## config.mk

```make
export PLATFORM = sky130hd
export DESIGN_NAME = seq_monitor
export DESIGN_NICKNAME = d
export VERILOG_FILES = /design/src/rtl/seq_monitor.sv
export SDC_FILE = /design/constraint.sdc
export NUM_CORES = 1
export LEC_CHECK = 0
export ABC_AREA = 1
export ABC_CLOCK_PERIOD_IN_PS = 3300
export CAP_MARGIN = 5
export CORE_ASPECT_RATIO = 2
export CORE_UTILIZATION = 31
export DETAILED_ROUTE_END_ITERATION = 10
export GPL_ROUTABILITY_DRIVEN = 0
export GPL_TIMING_DRIVEN = 0
export PLACE_DENSITY = 0.6
export SLEW_MARGIN = 15
export SYNTH_ARGS = -nofsm -noshare
export SYNTH_HDL_FRONTEND = slang
export SYNTH_SLANG_ARGS = --single-unit
export TNS_END_PERCENT = 1
```

## constraint.sdc

```tcl
create_clock -name clk -period 3.3 [get_ports clk]
set_input_delay 0.66 -clock clk [delete_from_list [all_inputs] [get_ports clk]]
set_output_delay 0.66 -clock clk [all_outputs]
set_load 0.005 [all_outputs]
```

## src/rtl/seq_monitor.sv

```systemverilog
// seq_monitor: watches the power-up reset sequencer and tracks its phase.
// Stage resets (mem, pe, 3b3, 2b2) must release in order, then disp asserts.
// Reports per-release pulses, the length of each completed phase and
// sticky ordering errors.
// Optional macro SEQ_MON_TIMING_CHECK_EN adds minimum phase-length checking.
module seq_monitor #(
    parameter int unsigned MIN_P1 = 200,
    parameter int unsigned MIN_P2 = 4000,
    parameter int unsigned MIN_P3 = 2000,
    parameter int unsigned MIN_P4 = 2000
) (
    input  logic        clk,
    input  logic        rst,
    input  logic        rst_mem_i,
    input  logic        rst_pe_i,
    input  logic        rst_3b3_i,
    input  logic        rst_2b2_i,
    input  logic        rst_disp_i,
    output logic [2:0]  phase,
    output logic [4:0]  start_pulse,
    output logic [31:0] last_cycles,
    output logic        done,
    output logic        order_err,
    output logic [2:0]  err_phase,
    output logic        timing_err
);

    typedef enum logic [2:0] {
        P0  = 3'd0,
        P1  = 3'd1,
        P2  = 3'd2,
        P3  = 3'd3,
        P4  = 3'd4,
        P5  = 3'd5,
        ERR = 3'd7
    } state_t;

    // Bit order {disp, 2b2, 3b3, pe, mem}; idle = all stages held, display off.
    localparam logic [4:0] IDLE = 5'b01111;

    state_t      state;
    logic [4:0]  s;
    logic [4:0]  p;
    logic [4:0]  ev;
    logic [31:0] cnt;
    logic [31:0] cnt_inc;
    logic        legal;

    // Sample the sequencer lines and keep the previous sample for edge detection.
    always_ff @(posedge clk) begin
        if (rst) begin
            s <= IDLE;
            p <= IDLE;
        end else begin
            s <= {rst_disp_i, rst_2b2_i, rst_3b3_i, rst_pe_i, rst_mem_i};
            p <= s;
        end
    end

    // Event decode: legal only when the single expected line moves the right way.
    always_comb begin
        ev      = s ^ p;
        cnt_inc = (cnt == '1) ? cnt : cnt + 32'd1;
        legal   = 1'b0;
        case (state)
            P0:      legal = (ev == 5'b00001) && !s[0];
            P1:      legal = (ev == 5'b00010) && !s[1];
            P2:      legal = (ev == 5'b00100) && !s[2];
            P3:      legal = (ev == 5'b01000) && !s[3];
            P4:      legal = (ev == 5'b10000) &&  s[4];
            default: legal = 1'b0;
        endcase
    end

    // Phase FSM with registered pulses, phase length and error capture.
    always_ff @(posedge clk) begin
        if (rst) begin
            state       <= P0;
            start_pulse <= '0;
            last_cycles <= '0;
            done        <= 1'b0;
            order_err   <= 1'b0;
            err_phase   <= '0;
            cnt         <= '0;
        end else begin
            start_pulse <= '0;
            if (state != ERR && ev != '0) begin
                cnt <= '0;
                if (legal) begin
                    state       <= state_t'(state + 3'd1);
                    start_pulse <= 5'b00001 << state;
                    last_cycles <= cnt_inc;
                    done        <= (state == P4);
                end else begin
                    state     <= ERR;
                    order_err <= 1'b1;
                    err_phase <= state;
                    done      <= 1'b0;
                end
            end else begin
                cnt <= cnt_inc;
            end
        end
    end

    always_comb phase = state;

`ifdef SEQ_MON_TIMING_CHECK_EN
    logic [31:0] min_cur;

    // Minimum hold time of the phase currently being tracked.
    always_comb begin
        case (state)
            P1:      min_cur = MIN_P1;
            P2:      min_cur = MIN_P2;
            P3:      min_cur = MIN_P3;
            P4:      min_cur = MIN_P4;
            default: min_cur = '0;
        endcase
    end

    // Sticky flag when a phase is left early; the FSM still advances.
    always_ff @(posedge clk) begin
        if (rst) begin
            timing_err <= 1'b0;
        end else if (legal && (cnt_inc < min_cur)) begin
            timing_err <= 1'b1;
        end
    end
`else
    // Minimums are referenced only to keep them live; this folds to 0.
    assign timing_err = 1'b0 & (|{MIN_P1, MIN_P2, MIN_P3, MIN_P4});
`endif

endmodule
```

==> impl_metrics.yaml <==
setup_path:
  cp.arrival_ns: 2.39
  crit_fanout: 10
  required_ns: 3.54
  startpoint_type: "register"
  critPathKind: "reg -> reg"
  worstSetupEndpointType: "register"
place:
  place_ws_ns: 1.01
  place_inst: 841
  dpl.hpwl_um: 8940
  io_buffers: 51
power:
  seqPwrFrac_pct: 48.4
  sw_frac_of_total_pct: 25.6
  peakVddDrop_v: 0.000214
  power_leakage_nw: 2.43
  p_sw_mw: 0.585
  p_int_mw: 1.70
  p_per_area_nw_per_um2: 436
  combPwrFrac_pct: 9.6
  pwr-share-clk_pct: 42.0
logic_synthesis:
  netlist.area_leader.share_pct: 41.0
  synth_common_cells: "184 x nand2_1, 130 x nor2_1, 87 x dfxtp_1, 82 x inv_1, 37 x nand3_1"
  synth_edf_count: 0
  synth_largest_area_cell: "dfxtp_1"
  synth_fp_nets: 649
  synth-seq-area-share_pct: 41.0
  syn_area_per_cell_um2: 6.70
  ys_types: 31
  synthCells: 635
  synth.area.top_cells: "dfxtp_1 41%, nand2_1 16%, nor2_1 11%, inv_1 7.2%, nand3_1 4.4%"
  ys_ff_latch: 87
  synth_area_um2: 4250
  ys_warn_count: 0
  synth-async-reset-ratio_pct: 0
  yosysMostFrequentCell: "nand2_1"
  ys.flop_type: "dfxtp_1"
clock_tree:
  cts_inserted_buffers: 9
  clkTransAtPathRegs_ns: 0.07
  clock_latency_ns: 0.35
  cts_sinks: 87
  cts_setup_buffers: 0
  cts_resized: 0
  cts_buffer_depth: 2
  hold_buffers: 0
  clock-root-buffer: "clkbuf_16"
  tritoncts: "yes"
  cts.htree.levels: 3
floorplanning:
  coreArea_um2: 13400
  start_util_pct: 31.6
  fp.dieH_um: 168
  die_w_um: 84.8
  die_area_um2: 14200
  core.rowCount: 60
  ios: 53
final_layout:
  fin_util_pct: 38.9
  ff_latch_area_um2: 1740
  nets: 711
  antenna_cells: 0
  syn2layout_area_growth_pct: 23.0
  fillers: 1413
  finalNonFillerCells: 857
  multi_input_area_um2: 2060
  drive_gt1_share_pct: 7.69
drt:
  wl_met2_um: 6210
  drtIter0Drc: 178
  vias: 3876
  antenna_left: 0
  route.met3.wl_um: 315
  wl_met1_um: 3820
  wl_per_cell_um: 12.9
  highest_layer: "met4"
  wl_um: 11100
  firstDrtPassIters: 8
  drc: 4
  vias_per_cell: 4.52
sta:
  finalHoldViolations: 0
  finalMaxSlewViolations: 0
  rsz0062_at_grt: "false"
  fin_ws_ns: 1.15
  clock.fmax_mhz: 465
  worst_pin_slew_ns: 0.657
  finClkSkew_ns: 0.00733
  finalCritPeriodShare_pct: 65.1
  slew_headroom_pct: 56.2
  finalSetupViolCount: 0
  period_minus_slack_ns: 2.15
  setup_tns_ns: 0
grt:
  grt_pass1_wl_um: 17500
  gr-total-overflow: 0
  grt_start_max_net_pins: 16
  grt_usage_pct: 16.3
  grt_pass1_vias: 3669
  antenna_found_initial: 0
run_status:
  violations: "design-rule violations"
  outcome: "complete, but fails checks"
hold_path:
  hold_path.class: "reg -> reg"
flow_run:
  maxCapViolations: 0
==> through the flow <==
step           area, um^2  hold slack [ns]  power, mW
2_1_floorplan        4250            0.417       1.25
3_3_place_gp         4960            0.433       1.35
3_5_place_dp         4960            0.434       1.35
4_1_cts              5230            0.452       2.30
5_1_grt              5230            0.480       2.37
6_report             5230            0.451       2.28
==> state kept, by name, indices dropped and copies added, names as in the netlist, 3 cells and up <==
signal	cells
err_phase	3
phase	3
start_pulse	5
last_cycles	32
cnt	32
s	5
p	5
==> cells by family after synthesis <==
| logic type | count (synthesis) | synth area share, % |
|---|---|---|
| and+or+nand+nor | 403 | 41.0 |
| buffers and inverters | 105 | 10.6 |
| DFF | 87 | 41.0 |
| AOI/OAI and AO/OA | 17 | 2.21 |
| xor gates and xnor gates | 15 | 3.09 |
| adders and majority gates | 7 | 2.06 |
| other | 1 | 0.0882 |
==> final timing paths <==
| kind | start | slack [ns] | cells after the start | endpoint |
|---|---|---|---|---|
| worst max-delay path | phase[0]$_SDFFE_PP0P_ | 1.15 | 14 | last_cycles[29]$_SDFFE_PP0P_ |
| worst min-delay path | s[3]$_SDFF_PP1_ | 0.45 | 2 | p[3]$_SDFF_PP1_ |
| worst max register to register | phase[0]$_SDFFE_PP0P_ | 1.15 | 14 | last_cycles[29]$_SDFFE_PP0P_ |
| worst min register to register | s[3]$_SDFF_PP1_ | 0.45 | 2 | p[3]$_SDFF_PP1_ |
==> area by class of cell <==
cell class / instances / area share, %
Multi-Input combinational cell: 443 / 39.4
Clock buffer: 10 / 4.38
Buffer: 17 / 2.32
Timing Repair Buffer: 51 / 9.76
Tap cell: 155 / 3.71
Inverter: 88 / 6.32
Clock inverter: 6 / 0.838
Sequential cell: 87 / 33.3
==> power by group through the flow <==
stage | clock (mW) | sequential, mW | combinational (mW)
final | 0.958 | 1.10 | 0.219
after global routing | 1.02 | 1.11 | 0.246
after CTS | 0.974 | 1.10 | 0.223
after detailed placement | 0 | 1.13 | 0.222
after global placement | 0 | 1.13 | 0.222
after floorplan | 0 | 1.13 | 0.127
==> critical path, cell delays in order (launching register included) <==
cell     delay, ns
dfxtp_1       0.40
inv_1         0.15
ha_1          0.27
inv_1         0.08
nor2_1        0.05
nand3_1       0.07
nand2_1       0.05
nand2_1       0.06
nand3_2       0.22
nand2_2       0.16
buf_6         0.16
buf_6         0.17
nand2_1       0.06
nand2_1       0.05
nor2_1        0.05
==> layout by cell type, fill, tap and decap left out, types with 5 or more instances in the layout <==
cell and instances:
xnor2_1 7, xor2_1 8, nor2_1 130, nand3_1 37
inv_2 6, dfxtp_1 87, nor2_2 6, nand3b_1 8
nand2_1 184, nor3_1 15, buf_6 6, clkdlybuf4s50_1 51
clkbuf_1 6, a31oi_1 5, clkbuf_16 9, inv_1 82
nand4_1 8, ha_1 7, or2_2 6
==> layer usage <==
metal	GRT usage (%)	vias to the layer above
li1	-	2044
met1	13.6	1709
met2	32.4	88
met3	3.20	35
met4	12.5	0
met5	0	-
(Power assumes the default switching activity.)
